`src/rtl/control_fsm_if.sv`:
```
// control_fsm_if -- signal bundle between the multicycle main controller and its datapath.
//
// Signals
//   op        [6:0]  instruction opcode, Instr[6:0]
//   zero             ALU zero flag
//   mem_ready        memory access completes this cycle
//   PCWrite          load PC
//   AdrSrc           memory address select (0 = PC, 1 = ALU result)
//   MemWrite         memory write strobe
//   IRWrite          load instruction register
//   RegWrite         register file write enable
//   ResultSrc [1:0]  result mux select
//   ALUSrcA   [1:0]  ALU operand A select (11 = constant zero, U-type only)
//   ALUSrcB   [1:0]  ALU operand B select
//   ALUOp     [1:0]  ALU decoder class
//   ImmSrc    [2:0]  immediate extender select: 000 I, 001 S, 010 B, 011 U, 100 J
//   state     [3:0]  current controller state (debug)
//
// Modports
//   master  controller side: consumes op/zero/mem_ready, drives the control lines
//   slave   datapath side: drives op/zero/mem_ready, consumes the control lines

interface control_fsm_if;
    logic [6:0] op;
    logic       zero;
    logic       mem_ready;
    logic       PCWrite;
    logic       AdrSrc;
    logic       MemWrite;
    logic       IRWrite;
    logic       RegWrite;
    logic [1:0] ResultSrc;
    logic [1:0] ALUSrcA;
    logic [1:0] ALUSrcB;
    logic [1:0] ALUOp;
    logic [2:0] ImmSrc;
    logic [3:0] state;

    modport master (
        input  op, zero, mem_ready,
        output PCWrite, AdrSrc, MemWrite, IRWrite, RegWrite,
        output ResultSrc, ALUSrcA, ALUSrcB, ALUOp, ImmSrc, state
    );

    modport slave (
        output op, zero, mem_ready,
        input  PCWrite, AdrSrc, MemWrite, IRWrite, RegWrite,
        input  ResultSrc, ALUSrcA, ALUSrcB, ALUOp, ImmSrc, state
    );
endinterface

```
`src/rtl/control_fsm.sv`:
```
// control_fsm -- multicycle RISC-V main controller.
//
// Moore FSM with a registered 4-bit state. Control lines are decoded combinationally from the
// state plus op, zero and mem_ready. Only FETCH, MEMREAD and MEMWRITE wait on mem_ready, and
// those waits have no timeout.
//
// Ports
//   clk   in   single clock, rising edge
//   rst   in   synchronous, active-high reset (returns to FETCH from any state)
//   bus   control_fsm_if.master: op/zero/mem_ready in, control lines and debug state out
//
// Configuration
//   UTYPE_EN  when defined, adds LUI (state 11) and AUIPC (state 12) handling and the U-type
//             immediate select. When undefined, both opcodes fall back from DECODE to FETCH.

module control_fsm (
    input logic           clk,
    input logic           rst,
    control_fsm_if.master bus
);

    typedef enum logic [3:0] {
        StFetch    = 4'd0,
        StDecode   = 4'd1,
        StMemAdr   = 4'd2,
        StMemRead  = 4'd3,
        StMemWb    = 4'd4,
        StMemWrite = 4'd5,
        StExecR    = 4'd6,
        StAluWb    = 4'd7,
        StExecI    = 4'd8,
        StJal      = 4'd9,
        StBeq      = 4'd10,
        StLui      = 4'd11,
        StAuipc    = 4'd12
    } state_e;

    localparam logic [6:0] OpLoad   = 7'b0000011;
    localparam logic [6:0] OpStore  = 7'b0100011;
    localparam logic [6:0] OpRtype  = 7'b0110011;
    localparam logic [6:0] OpItype  = 7'b0010011;
    localparam logic [6:0] OpJal    = 7'b1101111;
    localparam logic [6:0] OpBranch = 7'b1100011;
`ifdef UTYPE_EN
    localparam logic [6:0] OpLui    = 7'b0110111;
    localparam logic [6:0] OpAuipc  = 7'b0010111;
`endif

    state_e state_q, state_d;
    state_e state_cur;

    logic       pc_write;
    logic       adr_src;
    logic       mem_write;
    logic       ir_write;
    logic       reg_write;
    logic [1:0] result_src;
    logic [1:0] alu_src_a;
    logic [1:0] alu_src_b;
    logic [1:0] alu_op;
    logic [2:0] imm_src;

    // State register.
    always_ff @(posedge clk) begin
        if (rst) begin
            state_q <= StFetch;
        end else begin
            state_q <= state_d;
        end
    end

    // Next state and control lines. While rst is high the decoder behaves as if in FETCH so
    // no write strobe from a stalled MEMWRITE can leak through during the reset cycle.
    always_comb begin
        state_d    = StFetch;
        pc_write   = 1'b0;
        adr_src    = 1'b0;
        mem_write  = 1'b0;
        ir_write   = 1'b0;
        reg_write  = 1'b0;
        result_src = 2'b00;
        alu_src_a  = 2'b00;
        alu_src_b  = 2'b00;
        alu_op     = 2'b00;
        state_cur  = rst ? StFetch : state_q;

        case (state_cur)
            StFetch: begin
                alu_src_b  = 2'b10;
                result_src = 2'b10;
                // Instruction fetch completes only on a real ready beat outside reset.
                ir_write   = bus.mem_ready & ~rst;
                pc_write   = bus.mem_ready & ~rst;
                state_d    = bus.mem_ready ? StDecode : StFetch;
            end

            StDecode: begin
                alu_src_a = 2'b01;
                alu_src_b = 2'b01;
                case (bus.op)
                    OpLoad, OpStore: state_d = StMemAdr;
                    OpRtype:         state_d = StExecR;
                    OpItype:         state_d = StExecI;
                    OpJal:           state_d = StJal;
                    OpBranch:        state_d = StBeq;
`ifdef UTYPE_EN
                    OpLui:           state_d = StLui;
                    OpAuipc:         state_d = StAuipc;
`endif
                    default:         state_d = StFetch;
                endcase
            end

            StMemAdr: begin
                alu_src_a = 2'b10;
                alu_src_b = 2'b01;
                state_d   = (bus.op == OpLoad) ? StMemRead : StMemWrite;
            end

            StMemRead: begin
                adr_src = 1'b1;
                state_d = bus.mem_ready ? StMemWb : StMemRead;
            end

            StMemWb: begin
                result_src = 2'b01;
                reg_write  = 1'b1;
                state_d    = StFetch;
            end

            StMemWrite: begin
                adr_src   = 1'b1;
                mem_write = 1'b1;
                state_d   = bus.mem_ready ? StFetch : StMemWrite;
            end

            StExecR: begin
                alu_src_a = 2'b10;
                alu_op    = 2'b10;
                state_d   = StAluWb;
            end

            StExecI: begin
                alu_src_a = 2'b10;
                alu_src_b = 2'b01;
                alu_op    = 2'b10;
                state_d   = StAluWb;
            end

            StAluWb: begin
                reg_write = 1'b1;
                state_d   = StFetch;
            end

            StJal: begin
                alu_src_a = 2'b01;
                alu_src_b = 2'b10;
                pc_write  = 1'b1;
                state_d   = StAluWb;
            end

            StBeq: begin
                alu_src_a = 2'b10;
                alu_op    = 2'b01;
                pc_write  = bus.zero;
                state_d   = StFetch;
            end

`ifdef UTYPE_EN
            StLui: begin
                // Operand A forced to zero so the ALU passes the U immediate straight through.
                alu_src_a = 2'b11;
                alu_src_b = 2'b01;
                state_d   = StAluWb;
            end

            StAuipc: begin
                alu_src_a = 2'b01;
                alu_src_b = 2'b01;
                state_d   = StAluWb;
            end
`endif

            // Unused codes (and LUI/AUIPC when not compiled in): all outputs low, recover.
            default: begin
                state_d = StFetch;
            end
        endcase
    end

    // Immediate select depends only on the opcode, independent of state.
    always_comb begin
        imm_src = 3'b000;
        case (bus.op)
            OpStore:  imm_src = 3'b001;
            OpBranch: imm_src = 3'b010;
            OpJal:    imm_src = 3'b100;
`ifdef UTYPE_EN
            OpLui, OpAuipc: imm_src = 3'b011;
`endif
            default:  imm_src = 3'b000;
        endcase
    end

    assign bus.PCWrite   = pc_write;
    assign bus.AdrSrc    = adr_src;
    assign bus.MemWrite  = mem_write;
    assign bus.IRWrite   = ir_write;
    assign bus.RegWrite  = reg_write;
    assign bus.ResultSrc = result_src;
    assign bus.ALUSrcA   = alu_src_a;
    assign bus.ALUSrcB   = alu_src_b;
    assign bus.ALUOp     = alu_op;
    assign bus.ImmSrc    = imm_src;
    assign bus.state     = state_q;

`ifndef SYNTHESIS
    // A write strobe may only come from the MEMWRITE state.
    a_mem_write_state : assert property (@(posedge clk) disable iff (rst)
        mem_write |-> (state_q == StMemWrite));

    // The register file never writes during fetch.
    a_no_fetch_regwrite : assert property (@(posedge clk) disable iff (rst)
        (state_q == StFetch) |-> !reg_write);

`ifndef UTYPE_EN
    // Without U-type support the zero operand select is never used.
    a_no_zero_operand : assert property (@(posedge clk) alu_src_a != 2'b11);
`endif
`endif

endmodule

```
`src/flat_wrapper.sv`:
```
// flat-port wrapper written by rule: the top's interface ports become plain ports
module control_fsm_flat 
  (clk, rst, bus_op, bus_zero, bus_mem_ready, bus_PCWrite, bus_AdrSrc, bus_MemWrite, bus_IRWrite, bus_RegWrite, bus_ResultSrc, bus_ALUSrcA, bus_ALUSrcB, bus_ALUOp, bus_ImmSrc, bus_state);
  control_fsm_if bus_i ();
  input logic clk;
  input logic rst;
  input wire logic [$bits(bus_i.op)-1:0] bus_op;
  input wire logic [$bits(bus_i.zero)-1:0] bus_zero;
  input wire logic [$bits(bus_i.mem_ready)-1:0] bus_mem_ready;
  output wire logic [$bits(bus_i.PCWrite)-1:0] bus_PCWrite;
  output wire logic [$bits(bus_i.AdrSrc)-1:0] bus_AdrSrc;
  output wire logic [$bits(bus_i.MemWrite)-1:0] bus_MemWrite;
  output wire logic [$bits(bus_i.IRWrite)-1:0] bus_IRWrite;
  output wire logic [$bits(bus_i.RegWrite)-1:0] bus_RegWrite;
  output wire logic [$bits(bus_i.ResultSrc)-1:0] bus_ResultSrc;
  output wire logic [$bits(bus_i.ALUSrcA)-1:0] bus_ALUSrcA;
  output wire logic [$bits(bus_i.ALUSrcB)-1:0] bus_ALUSrcB;
  output wire logic [$bits(bus_i.ALUOp)-1:0] bus_ALUOp;
  output wire logic [$bits(bus_i.ImmSrc)-1:0] bus_ImmSrc;
  output wire logic [$bits(bus_i.state)-1:0] bus_state;
  assign bus_i.op = bus_op;
  assign bus_i.zero = bus_zero;
  assign bus_i.mem_ready = bus_mem_ready;
  assign bus_PCWrite = bus_i.PCWrite;
  assign bus_AdrSrc = bus_i.AdrSrc;
  assign bus_MemWrite = bus_i.MemWrite;
  assign bus_IRWrite = bus_i.IRWrite;
  assign bus_RegWrite = bus_i.RegWrite;
  assign bus_ResultSrc = bus_i.ResultSrc;
  assign bus_ALUSrcA = bus_i.ALUSrcA;
  assign bus_ALUSrcB = bus_i.ALUSrcB;
  assign bus_ALUOp = bus_i.ALUOp;
  assign bus_ImmSrc = bus_i.ImmSrc;
  assign bus_state = bus_i.state;
  control_fsm u_core (.clk(clk), .rst(rst), .bus(bus_i));
endmodule
```
`config.mk`:
```
export PLATFORM = sky130hd
export DESIGN_NAME = control_fsm_flat
export DESIGN_NICKNAME = d
export VERILOG_FILES = /design/src/rtl/control_fsm_if.sv /design/src/rtl/control_fsm.sv /design/src/flat_wrapper.sv
export SDC_FILE = /design/constraint.sdc
export NUM_CORES = 1
export LEC_CHECK = 0
export BUFFER_PORTS_ARGS = -buffer_cell sky130_fd_sc_hd__buf_2
export CAP_MARGIN = 10
export CORE_AREA = 4 4 41 43
export CTS_BUF_LIST = sky130_fd_sc_hd__clkbuf_4 sky130_fd_sc_hd__clkbuf_8
export DETAILED_ROUTE_END_ITERATION = 12
export DIE_AREA = 0 0 45 47
export PLACE_DENSITY = 0.83
export SLEW_MARGIN = 30
export SYNTH_ARGS = -nofsm -noshare
export SYNTH_HDL_FRONTEND = slang
export SYNTH_SLANG_ARGS = --single-unit
```
`constraint.sdc`:
```
create_clock -name clk -period 3 [get_ports clk]
set_clock_uncertainty 0.1 [all_clocks]
set_input_delay 0.6 -clock clk [delete_from_list [all_inputs] [get_ports clk]]
set_output_delay 0.6 -clock clk [all_outputs]
set_load 0.02 [all_outputs]
```
After elaboration in Yosys (flattened, before gate mapping)
Index checks and enable logic that the tools add are counted.

Reductions and logical operators: 10. Equality and inequality tests: 16. Bitwise gates (word level): 2. Mux-type cells: 17.

Operator list (number): one-hot mux 4 bit (6 select lines) (1); one-hot mux 4 bit (5 select lines) (1); equality test 4 x 3 -> 1 bit (second input constant) (4); one-hot mux 2 bit (2 select lines) (4); equality test 7 x 6 -> 1 bit (second input constant) (2); equality test 7 bit (second input constant) (2); equality test 4 bit (second input constant) (3); OR reduction 2 bit (6); two-way mux 3 bit (3); one-hot mux 3 bit (3 select lines) (1); equality test 4 x 2 -> 1 bit (second input constant) (2); equality test 7 x 2 -> 1 bit (second input constant) (1); equality test 7 x 5 -> 1 bit (second input constant) (1); OR reduction 3 bit (2); two-way mux 1 bit (5); equality test 4 x 1 -> 1 bit (second input constant) (1); zero test 4 bit (1); two-way mux 4 bit (1); OR reduction 4 bit (1); one-hot mux 1 bit (3 select lines) (1); bitwise AND 1 bit (1); NOT 1 bit (1).

Bits in registers: 4. Bits of input ports: 11. Output and inout bits: 20.

Logic depth before layout (Yosys ltp)
Gate-level depths: netlist of run 1.

Depth after elaboration: 4. Mapped depth: 5. Depth with buffers taken out: 4.

Worst setup path after synthesis of run 1
Ideal clock, no wire load.

Path type: in2out. Start: input port rst. End: output port bus_PCWrite. Arrival time: 1620 ps. Cell stages on the path: 5. Path slack: 680 ps. Cell sequence: buf_6 > or2_4 > nor2_1 > and3_1 > o21bai_1.

Longest elaborated chain between the ends: 3. Elaborated cells on any way between the ends: 7. Those cells by class: eq/ne: 2; mux: 2; bitwise: 2; reduce/logical: 1.

Ends and longest elaborated chain: start, declared (RTL line flat_wrapper.sv:6) `input logic rst;`; two-way mux 4 bit or NOT 1 bit (tied branches) (RTL line control_fsm.sv:85, control_fsm.sv:93); equality test 4 bit, or another cell as far along (RTL line control_fsm.sv:87) `case (state_cur)`; one-hot mux 1 bit (3 select lines) (*) (RTL line control_fsm.sv:87); end, declared (RTL line flat_wrapper.sv:10) `output wire logic [$bits(bus_i.PCWrite)-1:0] bus_PCWrite;`.

Mark *: on every way between the ends. The rest lies on a longest branch, timed or not.

Worst setup path after layout of run 1
Start: register u_core.state_q[0] (netlist: u_core.bus.state[0]). End: output port bus_PCWrite.

Longest elaborated chain between the ends: 3. Elaborated cells on any way between the ends: 5. Those cells by class: eq/ne: 2; mux: 2; reduce/logical: 1.

Ends and longest elaborated chain: start, declared (RTL line control_fsm.sv:49) `state_e state_q, state_d;`; start signal, assigned (RTL line control_fsm.sv:66) `state_q <= StFetch;`; start signal, assigned (RTL line control_fsm.sv:68) `state_q <= state_d;`; two-way mux 4 bit (*) (RTL line control_fsm.sv:85) `state_cur = rst ? StFetch : state_q;`; equality test 4 bit or zero test 4 bit (tied branches) (RTL line control_fsm.sv:87); one-hot mux 1 bit (3 select lines) (*) (RTL line control_fsm.sv:87).

Marks and branches as above.

==> results of run 1 <==
-- metal layers --
metal | share of wire (%) | GRT usage [%]
met5 | 0 | 0
met3 | 7.7 | 8.05
met1 | 46 | 19.6
met4 | 0 | 3.51
met2 | 46 | 25.1
-- per-stage QoR --
stage,worst slack [ns],instance area [um2]
detailed placement,0.666,749
global placement,0.710,749
floorplan,0.680,642
finish,0.615,772
global route,0.480,772
CTS,0.615,772
-- cell usage in the layout (no fill, tap or decap), types with 2 or more instances in the layout --
cell and n:
nand4bb_1 2, a21oi_1 6, o22ai_1 2, nor3_1 6, o21ai_0 4, xnor2_1 2, nand2b_1 5, inv_1 2
clkbuf_4 3, nor2_1 8, nand2_1 2, buf_2 30, and3_1 3, a31oi_1 2, nand3b_1 3, dfxtp_1 4
nor2b_1 5
-- path summary, 6_finish.rpt --
kind | from | to | slack [ns] | cells past startpoint
worst max-delay path | u_core.bus.state[0]$_SDFF_PP0_ | bus_PCWrite | 0.62 | 5
worst min-delay path | bus_op[4] | u_core.bus.state[2]$_SDFF_PP0_ | 0.58 | 3
worst max register to register | u_core.bus.state[2]$_SDFF_PP0_ | u_core.bus.state[0]$_SDFF_PP0_ | 1.30 | 3
worst min register to register | u_core.bus.state[3]$_SDFF_PP0_ | u_core.bus.state[2]$_SDFF_PP0_ | 0.79 | 2
-- power by group --
part           switching (mW)  internal (mW)
clock network          0.0226         0.0448
logic                  0.0265         0.0217
registers             0.00443         0.0545
-- cell type report --
| cell class | instances | area (um2) |
|---|---|---|
| clock buffer | 3 | 22.5 |
| multi-input combinational | 73 | 493 |
| tap | 15 | 18.8 |
| fill | 135 | 529 |
| inverter | 2 | 7.51 |
| sequential | 4 | 80.1 |
| timing repair buffer | 30 | 150 |
-- worst min-delay path, delay by kind of cell --
family / cells / cell delay [ns]
buffers and inverters: 1 / 0.11
AO/OA/AOI/OAI: 2 / 0.15
-- kinds of logic after synthesis --
family | count (synthesis)
adder cells (fa/ha/maj) | 1
XOR/XNOR | 3
flip-flops | 4
buffers and inverters | 10
multiplexers | 1
AND/OR/NAND/NOR | 45
AO/OA/AOI/OAI | 23
==> results.tsv, run 1 <==
stage	metric	value	unit
placement	gp_congestion	0.742	
grt	grt_overflow	0	
routing	dr.pass1.iters	4	
grt	track_usage	16.0	%
setup_path	crit_arrival	1.68	ns
setup_path	crit_type	reg2out	
cts	root_buffer	clkbuf_4	
sta	grt_setup_unrepaired	no	
cts	cts_buffers	3	
synthesis	synthCells	87	
pwr	power.density	226	nW/um2
setup_path	cp_cell_sequence	or2_4, nor2_1, and3_1, o21bai_1, buf_2	
setup_path	slowest_stage	dfxtp_1	
routing	drt-initial-drc-count	12	
synthesis	synth-edff-count	0	
cts	clkLatencyLatePin	0.23	ns
routing	wl	1.52	mm
sta	post-route-period-util	79.5	%
grt	grt_max_degree	22	
synthesis	yosys.area.top_type_share	12.5	%
layout	largest_reg_flops	4	
layout	instances_no_fill	127	
synthesis	synth_area_leaders	dfxtp_1 (12%), buf_6 (5.3%), nand2b_1 (4.9%)	
synthesis	synth-simple-area-share	46.6	%
routing	drc	0	
setup_path	crit_fanout	17	
synthesis	seq_area_frac_synth	12.5	%
sta	worstMarginPinSlew	0.737	ns
setup_path	path_buf_inv	1	
synthesis	synth_cell_types	41	
synthesis	yosys.area_share.xor_xnor	4.09	%
layout	syn_to_final_growth	20.3	%
floorplanning	dieArea	2120	um2
layout	n_antenna_cell	0	
sta	fmax	419	MHz
layout	fin_util	59.3	%
cts	h-tree-depth	1	
setup_path	max_stage_delay	0.63	ns
routing	viasPerCell	5.57	
pwr	ir_drop	0.279	mV
sta	period_minus_slack	2.38	ns
grt	grt_pass1_wl	2.50	mm
cts	cts_tree	built	
synthesis	syn_area	642	um2
sta	relSlewSlack	50.8	%
setup_path	cp.required	2.30	ns
synthesis	ys_seq_elements	4	
floorplanning	io_pins	31	
synthesis	yosys_warnings	0	
sta	fin_tns_setup	0	ns
sta	slew_violations	0	
cts	clock_path_buffers	2	
grt	grt_pass1_vias	606	
floorplanning	row_count	13	
pwr	p_leak	0.325	nW
routing	antenna_left	0	
outcome	outcome	finished, final reports clean	
cts	clock_sinks	4	
placement	numPortBuffers	30	
synthesis	synth_area_leader_cell	dfxtp_1	
layout	nets	125	
pwr	power.total	0.175	mW
flow_run	max_cap_viol_count	0	
layout	drive_above_1_share	33.9	%
cts	cts.clk_slew.worst_paths	0.04	ns
cts	ctsHoldBuffers	0	
synthesis	avgSynthCellArea	7.38	um2
floorplanning	fp.dieW	45	um
synthesis	synth.area.mux_share	1.56	%
synthesis	synth_top_family_by_area	simple AND/OR/NAND/NOR gates	
synthesis	synthArstFlopShare	0	%
floorplanning	start_util	49.3	%
cts	cts_setup_buffers	0	
synthesis	synthFlopType	dfxtp_1	
floorplanning	core-area	1300	um2
synthesis	synth_compound_area_share	23.0	%
sta	setup_viol_count_final	0	
synthesis	synth_fa_ha_area_share	1.56	%
routing	via_count	708	
sta	timing.hold.ws	0.580	ns
hold_path	min-delay-path-class	in2reg	
grt	antenna_found_initial	0	
synthesis	synth.top_cells.by_count	nor2_1 (8), a21oi_1 (6), nor3_1 (6), nand2b_1 (5), nor2b_1 (5)	
sta	hold_viol_final	0	
setup_path	start_kind	register	
cts	cts_resized	0	
synthesis	synth_fp_nets	98	
placement	dp_cells	124	
setup_path	crit_family	flip-flops	
placement	hpwl	1.13	mm
synthesis	synth.most_common_cell	nor2_1	
floorplanning	die_h	47	um
setup_path	crit_path_end_kind	output pin	
routing	wl_per_cell	11.9	um
No activity file was read; power rests on OpenSTA's default activity.
==> run 2, diff against run 1 <==
--- a/config.mk
+++ b/config.mk
@@ -7,11 +7,11 @@
 export LEC_CHECK = 0
 export BUFFER_PORTS_ARGS = -buffer_cell sky130_fd_sc_hd__buf_2
 export CAP_MARGIN = 10
-export CORE_AREA = 4 4 41 43
+export CORE_MARGIN = 4
+export CORE_UTILIZATION = 47
 export CTS_BUF_LIST = sky130_fd_sc_hd__clkbuf_4 sky130_fd_sc_hd__clkbuf_8
 export DETAILED_ROUTE_END_ITERATION = 12
-export DIE_AREA = 0 0 45 47
-export PLACE_DENSITY = 0.83
+export PLACE_DENSITY = 0.81
 export SLEW_MARGIN = 30
 export SYNTH_ARGS = -nofsm -noshare
 export SYNTH_HDL_FRONTEND = slang
==> constraint.sdc (replaced) <==
create_clock -name clk -period 2.3 [get_ports clk]
set_clock_uncertainty 0.1 [all_clocks]
set_input_delay 0.46 -clock clk [delete_from_list [all_inputs] [get_ports clk]]
set_output_delay 0.46 -clock clk [all_outputs]
set_load 0.02 [all_outputs]
==> results.tsv, run 2 (same netlist as run 1, synthesis figures left out) <==
stage	metric	value	unit
outcome	outcome	finished, final reports clean	
routing	wl_per_cell	12.3	um
placement	gp_congestion	0.726	
hold_path	min-delay-path-class	in2reg	
grt	antenna_found_initial	0	
sta	fin_ws	0.260	ns
cts	cts.clk_slew.worst_paths	0.04	ns
grt	grt_overflow	0	
floorplanning	row_count	13	
sta	slew_violations	0	
sta	fin_tns_setup	0	ns
routing	via_count	723	
cts	ctsHoldBuffers	0	
grt	grt-busiest-layer	met2	
layout	syn_to_final_growth	24.0	%
routing	drt-initial-drc-count	3	
layout	nets	128	
layout	drive_above_1_share	36.5	%
cts	h-tree-depth	1	
sta	hold_viol_final	0	
cts	clock_sinks	4	
grt	groute.layer.met2.usage	28.5	%
sta	fmax	490	MHz
layout	final_cell_mix	buf_2 (30), nor2_1 (8), nor3_1 (6), a21oi_1 (6)	
sta	worstMarginPinSlew	0.445	ns
sta	period_minus_slack	2.04	ns
grt	grtUsageMet3	2.39	%
hold_path	min_path_cells	3	
setup_path	crit_arrival	1.48	ns
routing	viasPerCell	5.56	
grt	grt_pass1_vias	614	
cts	cts_tree	built	
setup_path	crit_type	in2out	
sta	post-route-period-util	88.7	%
layout	final_common_cell	buf_2	
routing	wl	1.60	mm
hold_path	hold_end	u_core.bus.state[2]$_SDFF_PP0_	
layout	largest_reg_flops	4	
routing	dr.pass1.iters	4	
cts	clock_path_buffers	2	
setup_path	r2r-start	u_core.bus.state[2]$_SDFF_PP0_	
setup_path	crit_path_end_kind	output pin	
floorplanning	dieArea	2020	um2
layout	n_antenna_cell	0	
cts	clkLatencyLatePin	0.23	ns
sta	relSlewSlack	70.3	%
grt	track_usage	16.6	%
placement	hpwl	1.25	mm
floorplanning	start_util	49.3	%
setup_path	crit_fanout	11	
pwr	p_leak	0.342	nW
setup_path	rr_endpoint	u_core.bus.state[0]$_SDFF_PP0_	
floorplanning	die_h	45.0	um
setup_path	start_kind	input port	
setup_path	reg2reg_depth	5	
hold_path	min_from	bus_op[4]	
floorplanning	io_pins	31	
placement	pre_cts_ws	0.266	ns
flow_run	max_cap_viol_count	0	
grt	grt_use_met1	21.7	%
setup_path	reg2reg_setup_slack	0.70	ns
cts	cts_buffers	3	
sta	grt_setup_unrepaired	no	
cts	root_buffer	clkbuf_4	
floorplanning	core-area	1300	um2
pwr	ir_drop	0.342	mV
grt	grt_pass1_wl	2.56	mm
floorplanning	fp.dieW	45.0	um
setup_path	cp.required	1.74	ns
placement	numPortBuffers	30	
pwr	power.density	285	nW/um2
sta	setup_viol_count_final	0	
routing	drc	0	
routing	antenna_left	0	
grt	grt_max_degree	22	
layout	fillers	142	
[run 2: changes by cell type in the layout (fill, tap and decap cells not counted)]
cell     previous run  this run
buf_4               0         3
dfxtp_2             0         1
dfxtp_1             4         3
[run 2: area by class of cell]
cell class | instances | area (um2) | share of cell area [%]
Timing Repair Buffer | 33 | 173 | 21.7
Inverter | 2 | 7.51 | 0.943
Multi-Input combinational cell | 73 | 493 | 61.9
Sequential cell | 4 | 81.3 | 10.2
Tap cell | 15 | 18.8 | 2.36
Clock buffer | 3 | 22.5 | 2.83
[run 2: worst max-delay path by stage]
stage / endpoint / from / slack (ns)
global route: bus_ALUOp[1] / u_core.bus.state[1]$_SDFF_PP0_ / 0.13
global placement: bus_PCWrite / rst / 0.29
finish: bus_PCWrite / rst / 0.26
detailed placement: bus_PCWrite / rst / 0.27
floorplan: bus_RegWrite / u_core.bus.state[1]$_SDFF_PP0_ / 0.17
CTS: bus_PCWrite / u_core.bus.state[3]$_SDFF_PP0_ / 0.12
[run 2: routing by layer]
metal	routed length [um]	vias to the layer above
met4	0	0
met2	805	22
met3	106	0
li1	-	376
met1	685	325
met5	0	-
[run 2: report_power, final]
part | internal (mW) | leakage, nW | switching [mW]
Clock | 0.0582 | 0.0138 | 0.0266
Sequential | 0.0711 | 0.0330 | 0.00152
Combinational | 0.0299 | 0.295 | 0.0394
[run 2: what timing repair did]
| item | in CTS | in global routing |
|---|---|---|
| setup endpoints to repair | 0 | 1 |
| resized for setup | 0 | 1 |
| buffers inserted | 0 | 0 |
[run 2: worst max-delay path, cell delays in order]
cell and delay [ns]:
buf_2 0.16, or2_4 0.29, nor2_1 0.11, and3_1 0.17, o21bai_1 0.10, buf_2 0.18
[run 2: through the flow]
| stage | util, % | hold slack (ns) | instances | cell area (um2) | power [mW] |
|---|---|---|---|---|---|
| floorplan | - | 0.504 | 87 | 642 | 0.121 |
| global placement | 59.3 | 0.676 | 127 | 772 | 0.141 |
| detailed placement | 59.3 | 0.670 | 127 | 772 | 0.143 |
| CTS | 61.1 | 0.428 | 130 | 795 | 0.229 |
| global route | 61.2 | 0.444 | 130 | 796 | 0.241 |
| finish | 61.2 | 0.431 | 130 | 796 | 0.227 |
==> run 3, diff against run 2 <==
--- a/config.mk
+++ b/config.mk
@@ -8,10 +8,10 @@
 export BUFFER_PORTS_ARGS = -buffer_cell sky130_fd_sc_hd__buf_2
 export CAP_MARGIN = 10
 export CORE_MARGIN = 4
-export CORE_UTILIZATION = 47
+export CORE_UTILIZATION = 43
 export CTS_BUF_LIST = sky130_fd_sc_hd__clkbuf_4 sky130_fd_sc_hd__clkbuf_8
 export DETAILED_ROUTE_END_ITERATION = 12
-export PLACE_DENSITY = 0.81
+export PLACE_DENSITY = 0.75
 export SLEW_MARGIN = 30
 export SYNTH_ARGS = -nofsm -noshare
 export SYNTH_HDL_FRONTEND = slang
==> results.tsv, run 3 (same netlist as run 1, synthesis figures left out) <==
stage	metric	value	unit
outcome	outcome	finished, final reports clean	
sta	fmax	470	MHz
floorplanning	row_count	13	
cts	clock_path_buffers	2	
sta	grt_setup_unrepaired	no	
sta	relSlewSlack	59.8	%
sta	timing.hold.ws	0.414	ns
routing	drc	0	
setup_path	cp_cell_sequence	nor2_1, and3_1, o21bai_1, buf_2	
setup_path	slowest_stage	dfxtp_1	
layout	drive_above_1_share	36.2	%
cts	cts_resized	0	
cts	clkLatencyLatePin	0.24	ns
cts	cts_setup_buffers	0	
layout	largest_reg_flops	4	
grt	grt_max_degree	18	
floorplanning	fp.dieW	46.6	um
routing	dr.pass1.iters	5	
floorplanning	die_h	46.6	um
pwr	p_leak	0.347	nW
routing	via_count	742	
routing	antenna_left	0	
placement	hpwl	1.30	mm
sta	post-route-period-util	92.4	%
setup_path	start_kind	register	
routing	wl	1.64	mm
flow_run	max_cap_viol_count	0	
cts	cts_buffers	3	
grt	grt_pass1_vias	652	
layout	nets	129	
sta	worstMarginPinSlew	0.602	ns
layout	final_common_cell	buf_2	
sta	fin_tns_setup	0	ns
grt	track_usage	17.6	%
setup_path	crit_path_end_kind	output pin	
pwr	power.total	0.232	mW
cts	cts_tree	built	
grt	antenna_found_initial	0	
floorplanning	io_pins	31	
routing	viasPerCell	5.66	
setup_path	crit_arrival	1.57	ns
pwr	power.density	289	nW/um2
sta	hold_viol_final	0	
placement	numPortBuffers	30	
setup_path	crit_fanout	17	
hold_path	min-delay-path-class	in2reg	
floorplanning	core-area	1350	um2
layout	syn_to_final_growth	25.0	%
cts	ctsHoldBuffers	0	
setup_path	crit_type	reg2out	
setup_path	cp.required	1.74	ns
floorplanning	start_util	47.5	%
sta	slew_violations	0	
sta	setup_viol_count_final	0	
cts	clock_sinks	4	
layout	n_antenna_cell	0	
cts	root_buffer	clkbuf_4	
layout	final_cell_mix	buf_2 (30), nor2_1 (8), nor3_1 (6), a21oi_1 (6)	
setup_path	max_stage_delay	0.70	ns
setup_path	path_buf_inv	1	
grt	grt_pass1_wl	2.77	mm
routing	wl_per_cell	12.5	um
setup_path	crit_family	flip-flops	
cts	cts.clk_slew.worst_paths	0.04	ns
grt	grt_overflow	0	
placement	gp_congestion	0.748	
floorplanning	dieArea	2170	um2
routing	drt-initial-drc-count	7	
layout	fillers	144	
pwr	ir_drop	0.355	mV
sta	period_minus_slack	2.13	ns
cts	h-tree-depth	1	
## run 3: changes by cell type in the layout (fill, tap and decap cells not counted), sizes merged
cell / delta
buf: +1
## run 3: metrics by stage
| step | setup WS, ns | instances | cell area (um2) | utilization, % |
|---|---|---|---|---|
| 4_1_cts | 0.186 | 131 | 802 | 59.4 |
| 5_1_grt | 0.0169 | 131 | 802 | 59.4 |
| 3_5_place_dp | 0.251 | 128 | 779 | 57.7 |
| 2_1_floorplan | 0.165 | 87 | 642 | - |
| 6_report | 0.175 | 131 | 802 | 59.4 |
| 3_3_place_gp | 0.292 | 128 | 779 | 57.7 |
## run 3: metal layers
layer / track usage (%) / up-vias / wire (um)
met1: 21.2 / 332 / 677
li1: - / 380 / -
met2: 30.5 / 28 / 817
met5: 0 / - / 0
met4: 4.97 / 0 / 17
met3: 4.69 / 2 / 129
## run 3: layout make-up
class / count / area [um2] / area share [%]
multi-input combinational: 73 / 493 / 61.5
inverter: 2 / 7.51 / 0.936
sequential: 4 / 80.1 / 9.98
clock buffer: 3 / 22.5 / 2.81
tap: 15 / 18.8 / 2.34
timing repair buffer: 34 / 180 / 22.5
## run 3: where the power goes
group | switching [mW] | leakage [nW] | internal, mW
sequential | 0.00144 | 0.0325 | 0.0711
combinational | 0.0394 | 0.301 | 0.0300
clock | 0.0312 | 0.0138 | 0.0585
## run 3: path summary, 6_finish.rpt
kind                            slack [ns]                           start  cells after the start                              to
worst max-delay path                  0.17  u_core.bus.state[2]$_SDFF_PP0_                      4                     bus_PCWrite
worst min-delay path                  0.41                       bus_op[4]                      3  u_core.bus.state[2]$_SDFF_PP0_
worst max register to register        0.66  u_core.bus.state[1]$_SDFF_PP0_                      5  u_core.bus.state[1]$_SDFF_PP0_
worst min register to register        0.68  u_core.bus.state[0]$_SDFF_PP0_                      4  u_core.bus.state[2]$_SDFF_PP0_
## run 3: tightest hold or removal path, stage by stage
cell	delay [ns]
buf_2	0.11
a21oi_1	0.04
o22ai_1	0.10
